File: src/rtl/mem_port_arbiter.sv
// Shares one single-port SRAM (1-cycle read latency) between the fetch port and the load/store port.
// Data has priority; a streak counter forces a fetch grant after STARVE_LIMIT consecutive data grants.
module mem_port_arbiter #(
  parameter int unsigned AW           = 32,
  parameter int unsigned DW           = 32,
  parameter int unsigned STARVE_LIMIT = 4
) (
  input  logic              clk,
  input  logic              rst,
  input  logic              instr_req_i,
  input  logic [AW-1:0]     instr_addr_i,
  output logic              instr_gnt_o,
  output logic              instr_rvalid_o,
  output logic [DW-1:0]     instr_rdata_o,
  input  logic              data_req_i,
  input  logic              data_we_i,
  input  logic [DW/8-1:0]   data_be_i,
  input  logic [AW-1:0]     data_addr_i,
  input  logic [DW-1:0]     data_wdata_i,
  output logic              data_gnt_o,
  output logic              data_rvalid_o,
  output logic [DW-1:0]     data_rdata_o,
  output logic              mem_en_o,
  output logic              mem_we_o,
  output logic [DW/8-1:0]   mem_be_o,
  output logic [AW-3:0]     mem_addr_o,
  output logic [DW-1:0]     mem_wdata_o,
  input  logic [DW-1:0]     mem_rdata_i
);

  // A zero limit still needs a 1-bit counter; it simply never leaves 0.
  localparam int unsigned   SW    = (STARVE_LIMIT > 0) ? $clog2(STARVE_LIMIT + 1) : 1;
  localparam logic [SW-1:0] LIMIT = SW'(STARVE_LIMIT);

  typedef enum logic [1:0] {
    RESP_NONE,
    RESP_INSTR,
    RESP_DATA
  } resp_t;

  resp_t         resp_q;
  logic          load_q;
  logic [SW-1:0] streak;
  logic          starve;
  logic          data_win;
  logic          instr_win;
  logic          unused_addr_bits;

  assign unused_addr_bits = ^{instr_addr_i[1:0], data_addr_i[1:0]};

  always_comb begin
    starve    = instr_req_i && (STARVE_LIMIT != 0) && (streak == LIMIT);
    data_win  = !rst && data_req_i && !starve;
    instr_win = !rst && instr_req_i && !data_win;
  end

  assign instr_gnt_o = instr_win;
  assign data_gnt_o  = data_win;

  always_comb begin
    mem_en_o    = data_win || instr_win;
    mem_we_o    = 1'b0;
    mem_be_o    = '0;
    mem_addr_o  = '0;
    mem_wdata_o = '0;
    if (data_win) begin
      mem_we_o    = data_we_i;
      mem_be_o    = data_be_i;
      mem_addr_o  = data_addr_i[AW-1:2];
      mem_wdata_o = data_wdata_i;
    end else if (instr_win) begin
      mem_be_o    = '1;
      mem_addr_o  = instr_addr_i[AW-1:2];
    end
  end

  always_ff @(posedge clk or posedge rst) begin
    if (rst) begin
      resp_q <= RESP_NONE;
      load_q <= 1'b0;
      streak <= '0;
    end else begin
      if (data_win)       resp_q <= RESP_DATA;
      else if (instr_win) resp_q <= RESP_INSTR;
      else                resp_q <= RESP_NONE;
      load_q <= data_win && !data_we_i;
      if (instr_win || !instr_req_i)
        streak <= '0;
      else if (data_win && streak != LIMIT)
        streak <= streak + 1'b1;
    end
  end

  // Responses come straight from the SRAM output; the async reset on resp_q kills them at once.
  always_comb begin
    instr_rvalid_o = (resp_q == RESP_INSTR);
    data_rvalid_o  = (resp_q == RESP_DATA);
    instr_rdata_o  = instr_rvalid_o ? mem_rdata_i : '0;
    data_rdata_o   = (data_rvalid_o && load_q) ? mem_rdata_i : '0;
  end

endmodule

File: config.mk
export PLATFORM = sky130hd
export DESIGN_NAME = mem_port_arbiter
export DESIGN_NICKNAME = d
export VERILOG_FILES = /design/src/rtl/mem_port_arbiter.sv
export SDC_FILE = /design/constraint.sdc
export NUM_CORES = 1
export LEC_CHECK = 0
export CORE_AREA = 2 2 105 107
export CTS_BUF_LIST = sky130_fd_sc_hd__clkbuf_2
export DETAILED_ROUTE_END_ITERATION = 8
export DIE_AREA = 0 0 107 109
export SLEW_MARGIN = 20
export SYNTH_ARGS = -nofsm -noshare
export SYNTH_HDL_FRONTEND = slang
export SYNTH_SLANG_ARGS = --single-unit
File: constraint.sdc
create_clock -name clk -period 2.7 [get_ports clk]
set_input_delay 0.27 -clock clk [delete_from_list [all_inputs] [get_ports clk]]
set_output_delay 0.27 -clock clk [all_outputs]
set_load 0.01 [all_outputs]
==> run summary, run 1 <==
CP startpoint: streak[0]
Area Overhead vs Synth: 211%
Placement Cell Area: 4170 um2
WL final: 8050 um
worst-path fanout max: 12
Via-to-Cell Ratio: 4.19
die width: 107 um
Synth Flop Type: dfrtp_1
P_int: 0.455 mW
Clock power frac: 10.0%
CTS Buffer Depth: 2
synthesized cell area: 1350 um2
sequential fraction of the synthesis area: 11.2%
ys async rst share: 100%
Worst-Margin Slew: 0.338 ns
IO Port Bufs: 268
layout net count: 584
Mapped Nets: 325
worst path required time: 2.43 ns
Ant. Diodes: 0
Core Box Area: 10600 um2
global-route wire length before repair: 11700 um
total power: 0.649 mW
Power Dens Cells: 155 nW/um2
# DRC: 0
routed via count: 2441
r2r worst-path depth: 5
RSZ-0062 raised after global routing: false
die height: 109 um
max_slew headroom: 77.4%
crit path time final: 2.50 ns
Yosys reg bits: 6
Placer Congestion: 0.725
CTS Buf Count: 3
leak pwr: 1.79 nW
initial antenna violation count: 0
YS warnings: 0
die area: 11700 um2
vias in the first global route: 2392
Worst Path Arrival: 2.23 ns
layout cells sized above 1: 3.84%
DR pass1 iterations: 4
outcome: finished clean
Synth Area per Inst: 7.23 um2
Skew-Pair Late Insertion Delay: 0.23 ns
# clock sinks: 6
Slew Limit Fails: 0
FF-to-FF End: resp_q[0]
post-route cell area: 4190 um2
combinational share of power: 75.5%
VDD IR-drop max: 0.0783 mV
number of routed nets with antenna violations: 0
switching share of power: 29.9%
max cap viols: 0
Post-synth EDFFs: 0
Worst setup SP type: register
Worst setup EP type: output pin
CP endpoint: mem_addr_o[2]
setup TNS: 0 ns
Setup Crit Path Kind: reg2out
Mapped Cells: 186
postcts setup bufs: 0
clk_skew: 0.00856 ns
Clock Pin Slew Worst Setup and Hold Paths: 0.07 ns
largest net degree at the start of global routing: 36
worst reg2reg startpoint: streak[0]
total grt overflow: 0
Tcrit/Tclk final: 92.5%
register share of total power: 14.6%
io pins: 273
Distinct cells, synth: 24
Total Routing Usage GR: 12.3%
Fill cells: 1081
Net Sw Power: 0.194 mW
min-delay worst type: in2async
Hold Fails Final Rpt: 0
Final Non-Filler Cells: 583
WL/cell: 13.8 um
DP Cell Count: 580
hpwl dp: 6850 um
fmax: 400 MHz
CTS Root Cell: clkbuf_2
Initial Utilization: 12.7%
r2r setup slk: 1.33 ns
H-tree levels: 1
Detailed Route Iter0 Violations: 93
FP Rows: 38
CTS tree: built
endpoints failing setup: 0
cells in the mapped netlist, drive strengths merged, types with 4 or more instances:
master	instances	area (um2)
nand2	4	22.5
a22o	30	263
inv	4	15.0
a21boi	4	30.0
and3	65	407
dfrtp	6	150
clkbuf	15	56.3
buf	7	63.8
and2	32	200
final cells by class:
type / count / area [um2] / share of cell area [%]
flip-flops and latches: 6 / 150 / 3.59
clock buffers: 3 / 15.0 / 0.359
well taps: 140 / 175 / 4.19
multi-input cells: 154 / 1070 / 25.6
inverters: 4 / 15.0 / 0.359
repair buffers: 276 / 2760 / 65.9
sequential cells by signal (all words and copies together) (netlist names):
| register | flops |
|---|---|
| load_q | 1 |
| resp_q | 2 |
| streak | 3 |
cells in the final DEF, fill, tap and decap left out, types with 6 or more instances in the layout:
| cell | Yosys | layout |
|---|---|---|
| buf_4 | 4 | 6 |
| clkdlybuf4s50_1 | 0 | 268 |
| dfrtp_1 | 6 | 6 |
| and3_1 | 65 | 65 |
| and2_1 | 32 | 32 |
| a22o_1 | 30 | 30 |
worst min path at each step:
stage | startpoint | end | slack [ns]
after floorplan | rst | load_q | 0.07
after global placement | streak[0] | streak[0] | 0.55
after detailed placement | streak[0] | streak[0] | 0.57
after CTS | rst | streak[2] | 0.53
after global routing | rst | streak[1] | 0.56
final | rst | streak[2] | 0.52
metrics by stage:
step	util (%)	setup WS, ns	hold slack [ns]
floorplan	-	1.02	0.0690
global placement	39.3	0.254	0.552
detailed placement	39.3	0.273	0.569
CTS	39.4	0.134	0.526
global route	39.5	0.0418	0.559
finish	39.5	0.202	0.521
worst max-delay path: stages, from the launching register on:
cell             delay, ns
dfrtp_1               0.40
inv_1                 0.08
ha_1                  0.24
a21boi_1              0.14
nor3b_4               0.21
buf_4                 0.21
a22o_1                0.18
clkdlybuf4s50_1       0.54
cell families after synthesis:
kind of cell	share of synthesized area, %
AO/OA/AOI/OAI	24.4
adder cells (fa/ha/maj)	1.86
buffers and inverters	10.0
AND/OR/NAND/NOR	52.6
flip-flops	11.2
power groups by stage:
| stage | Clock (mW) | Sequential [mW] | Combinational (mW) |
|---|---|---|---|
| 3_3_place_gp | 0 | 0.0962 | 0.491 |
| 2_1_floorplan | 0 | 0.0962 | 0.140 |
| 5_1_grt | 0.0732 | 0.0951 | 0.524 |
| 4_1_cts | 0.0651 | 0.0948 | 0.496 |
| 3_5_place_dp | 0 | 0.0964 | 0.495 |
| 6_report | 0.0647 | 0.0947 | 0.490 |
routing by layer:
layer,wire (um),global-route usage [%],vias up
li1,-,-,1191
met1,2810,12.2,1088
met2,4220,25.3,159
met3,996,4.36,3
met4,15,0.835,0
met5,0,0,-
timing repair:
action | in CTS | in global routing
hold buffers | 0 | 0
endpoints found under the setup margin | 0 | 5
resized for setup | 0 | 1
(Power assumes the default switching activity.)
==> inputs of run 2 (changes only) <==
PLACE_DENSITY_LB_ADDON = 0.2   (was unset)
==> run 2 against run 1 <==
Compared with the run above: global-route usage decreased by 0.32 points; sequential power increased by 3.8%; register-to-register slack got worse by 0.02 ns; design area about the same; hold slack improved by 0.0056 ns; total power decreased by 0.26%; sequential share of layout area about the same; clock skew decreased by 0.0065 ns; clock power increased by 1%.
==> run summary, run 2 (synthesized netlist as in run 1, its figures left out) <==
vias in the first global route: 2273 (was 2392)
Setup Crit Path Kind: reg2out (unchanged)
global-route wire length before repair: 11300 um (was 11700 um)
largest net degree at the start of global routing: 36 (unchanged)
FP Rows: 38 (unchanged)
max_slew headroom: 49.7% (was 77.4%)
Hold Fails Final Rpt: 0 (unchanged)
IO Port Bufs: 268 (unchanged)
routed via count: 2415 (was 2441)
Ant. Diodes: 0 (unchanged)
Initial Utilization: 12.7% (unchanged)
P_int: 0.455 mW (about the same)
VDD IR-drop max: 0.0639 mV (was 0.0783 mV)
endpoints failing setup: 0 (unchanged)
H-tree levels: 1 (unchanged)
Top Registers: streak (3), resp_q (2), load_q (1) (unchanged)
Skew-Pair Late Insertion Delay: 0.22 ns (was 0.23 ns)
setup TNS: 0 ns (unchanged)
DR pass1 iterations: 4 (unchanged)
CTS Root Cell: clkbuf_2 (unchanged)
clk_skew: 0.00203 ns (was 0.00856 ns)
CTS Buf Count: 3 (unchanged)
initial antenna violation count: 0 (unchanged)
r2r setup slk: 1.31 ns (was 1.33 ns)
commonest cells after routing, fill and taps aside: 268 x clkdlybuf4s50_1, 65 x and3_1, 32 x and2_1 (unchanged)
worst hold margin: 0.527 ns (was 0.521 ns)
leak pwr: 1.79 nW (about the same)
Via-to-Cell Ratio: 4.14 (was 4.19)
Core Box Area: 10600 um2 (unchanged)
Clock power frac: 10.1% (was 10.0%)
r2r worst-path depth: 5 (unchanged)
Placer Congestion: 0.734 (was 0.725)
layout cells sized above 1: 3.61% (was 3.84%)
pre-CTS setup slack: 0.300 ns (was 0.273 ns)
# DRC: 0 (unchanged)
Placement Cell Area: 4160 um2 (was 4170 um2)
CTS tree: built (unchanged)
RSZ-0062 raised after global routing: false (unchanged)
register share of total power: 15.2% (was 14.6%)
Clock Pin Slew Worst Setup and Hold Paths: 0.07 ns (about the same)
WL final: 7950 um (was 8050 um)
die area: 11700 um2 (unchanged)
number of routed nets with antenna violations: 0 (unchanged)
Final WS setup: 0.199 ns (was 0.202 ns)
FF-to-FF End: resp_q[0] (unchanged)
Total Routing Usage GR: 12.0% (was 12.3%)
hpwl dp: 6680 um (was 6850 um)
max reg flops: 3 (unchanged)
Net Sw Power: 0.192 mW (was 0.194 mW)
fmax: 400 MHz (about the same)
worst reg2reg startpoint: streak[0] (unchanged)
Worst setup SP type: register (unchanged)
worst path required time: 2.43 ns (about the same)
CTS Buffer Depth: 2 (unchanged)
outcome: finished clean (unchanged)
min-delay worst type: in2async (unchanged)
switching share of power: 29.7% (was 29.9%)
Area Overhead vs Synth: 211% (about the same)
die width: 107 um (unchanged)
post-route cell area: 4180 um2 (was 4190 um2)
io pins: 273 (unchanged)
Worst setup EP type: output pin (unchanged)
Worst-Margin Slew: 0.754 ns (was 0.338 ns)
crit path time final: 2.50 ns (about the same)
Slew Limit Fails: 0 (unchanged)
worst-path fanout max: 22 (was 12)
Worst Path Arrival: 2.23 ns (about the same)
max cap viols: 0 (unchanged)
Power Dens Cells: 155 nW/um2 (about the same)
WL/cell: 13.6 um (was 13.8 um)
die height: 109 um (unchanged)
Tcrit/Tclk final: 92.6% (was 92.5%)
Top reg by flops: streak (unchanged)
most common cell after layout, fill and taps aside: clkdlybuf4s50_1 (unchanged)
# clock sinks: 6 (unchanged)
combinational share of power: 74.7% (was 75.5%)
layout net count: 584 (unchanged)
total grt overflow: 0 (unchanged)
Detailed Route Iter0 Violations: 115 (was 93)
-- run 2: how the worst max path moves through the flow --
| stage | start | end | slack [ns] | depth (start not counted) |
|---|---|---|---|---|
| floorplan | streak[0] | mem_addr_o[21] | 1.02 | 6 |
| global placement | rst | mem_addr_o[3] | 0.31 | 6 |
| detailed placement | instr_req_i | mem_addr_o[3] | 0.30 | 5 |
| CTS | streak[0] | mem_addr_o[3] | 0.13 | 7 |
| global route | streak[0] | mem_addr_o[11] | 0.02 | 7 |
| finish | streak[0] | mem_addr_o[3] | 0.20 | 7 |
-- run 2: routing by layer --
| layer | track usage, % | part of all wire (%) | up-vias |
|---|---|---|---|
| met5 | 0 | 0 | - |
| met4 | 3.71 | 1.3 | 0 |
| met3 | 4.66 | 13 | 6 |
| met2 | 22.5 | 50 | 162 |
| met1 | 12.3 | 36 | 1055 |
| li1 | - | - | 1192 |
-- run 2: final cells by class --
class	instances	area, um2
well taps	140	175
multi-input cells	154	1070
fillers	1091	6420
flip-flops and latches	6	150
clock buffers	3	15.0
repair buffers	276	2760
inverters	4	15.0
-- run 2: critical path, cell delays in order (launching register included) --
cell and delay [ns]:
dfrtp_1 0.40, inv_1 0.09, ha_1 0.24, a21boi_1 0.14, nor3b_4 0.22, buf_6 0.22, a22o_1 0.16, clkdlybuf4s50_1 0.54
-- run 2: power groups by stage --
stage / Clock [mW] / Combinational, mW / Sequential [mW]
6_report: 0.0655 / 0.484 / 0.0983
5_1_grt: 0.0759 / 0.517 / 0.0991
4_1_cts: 0.0686 / 0.489 / 0.0984
3_5_place_dp: 0 / 0.488 / 0.100
3_3_place_gp: 0 / 0.485 / 0.0999
2_1_floorplan: 0 / 0.140 / 0.0962
-- run 2: per-stage QoR --
| step | utilization (%) | std cells | power (mW) |
|---|---|---|---|
| finish | 39.5 | 583 | 0.648 |
| CTS | 39.4 | 583 | 0.656 |
| global route | 39.5 | 583 | 0.692 |
| detailed placement | 39.3 | 580 | 0.588 |
| global placement | 39.3 | 580 | 0.585 |
| floorplan | - | 186 | 0.236 |
-- run 2: timing repair --
action                     4_1_cts  5_1_grt
buffers inserted                 0        0
hold buffers                     0        0
setup endpoints to repair        0       22
gates resized for setup          0        1
hold endpoints to repair         0        0
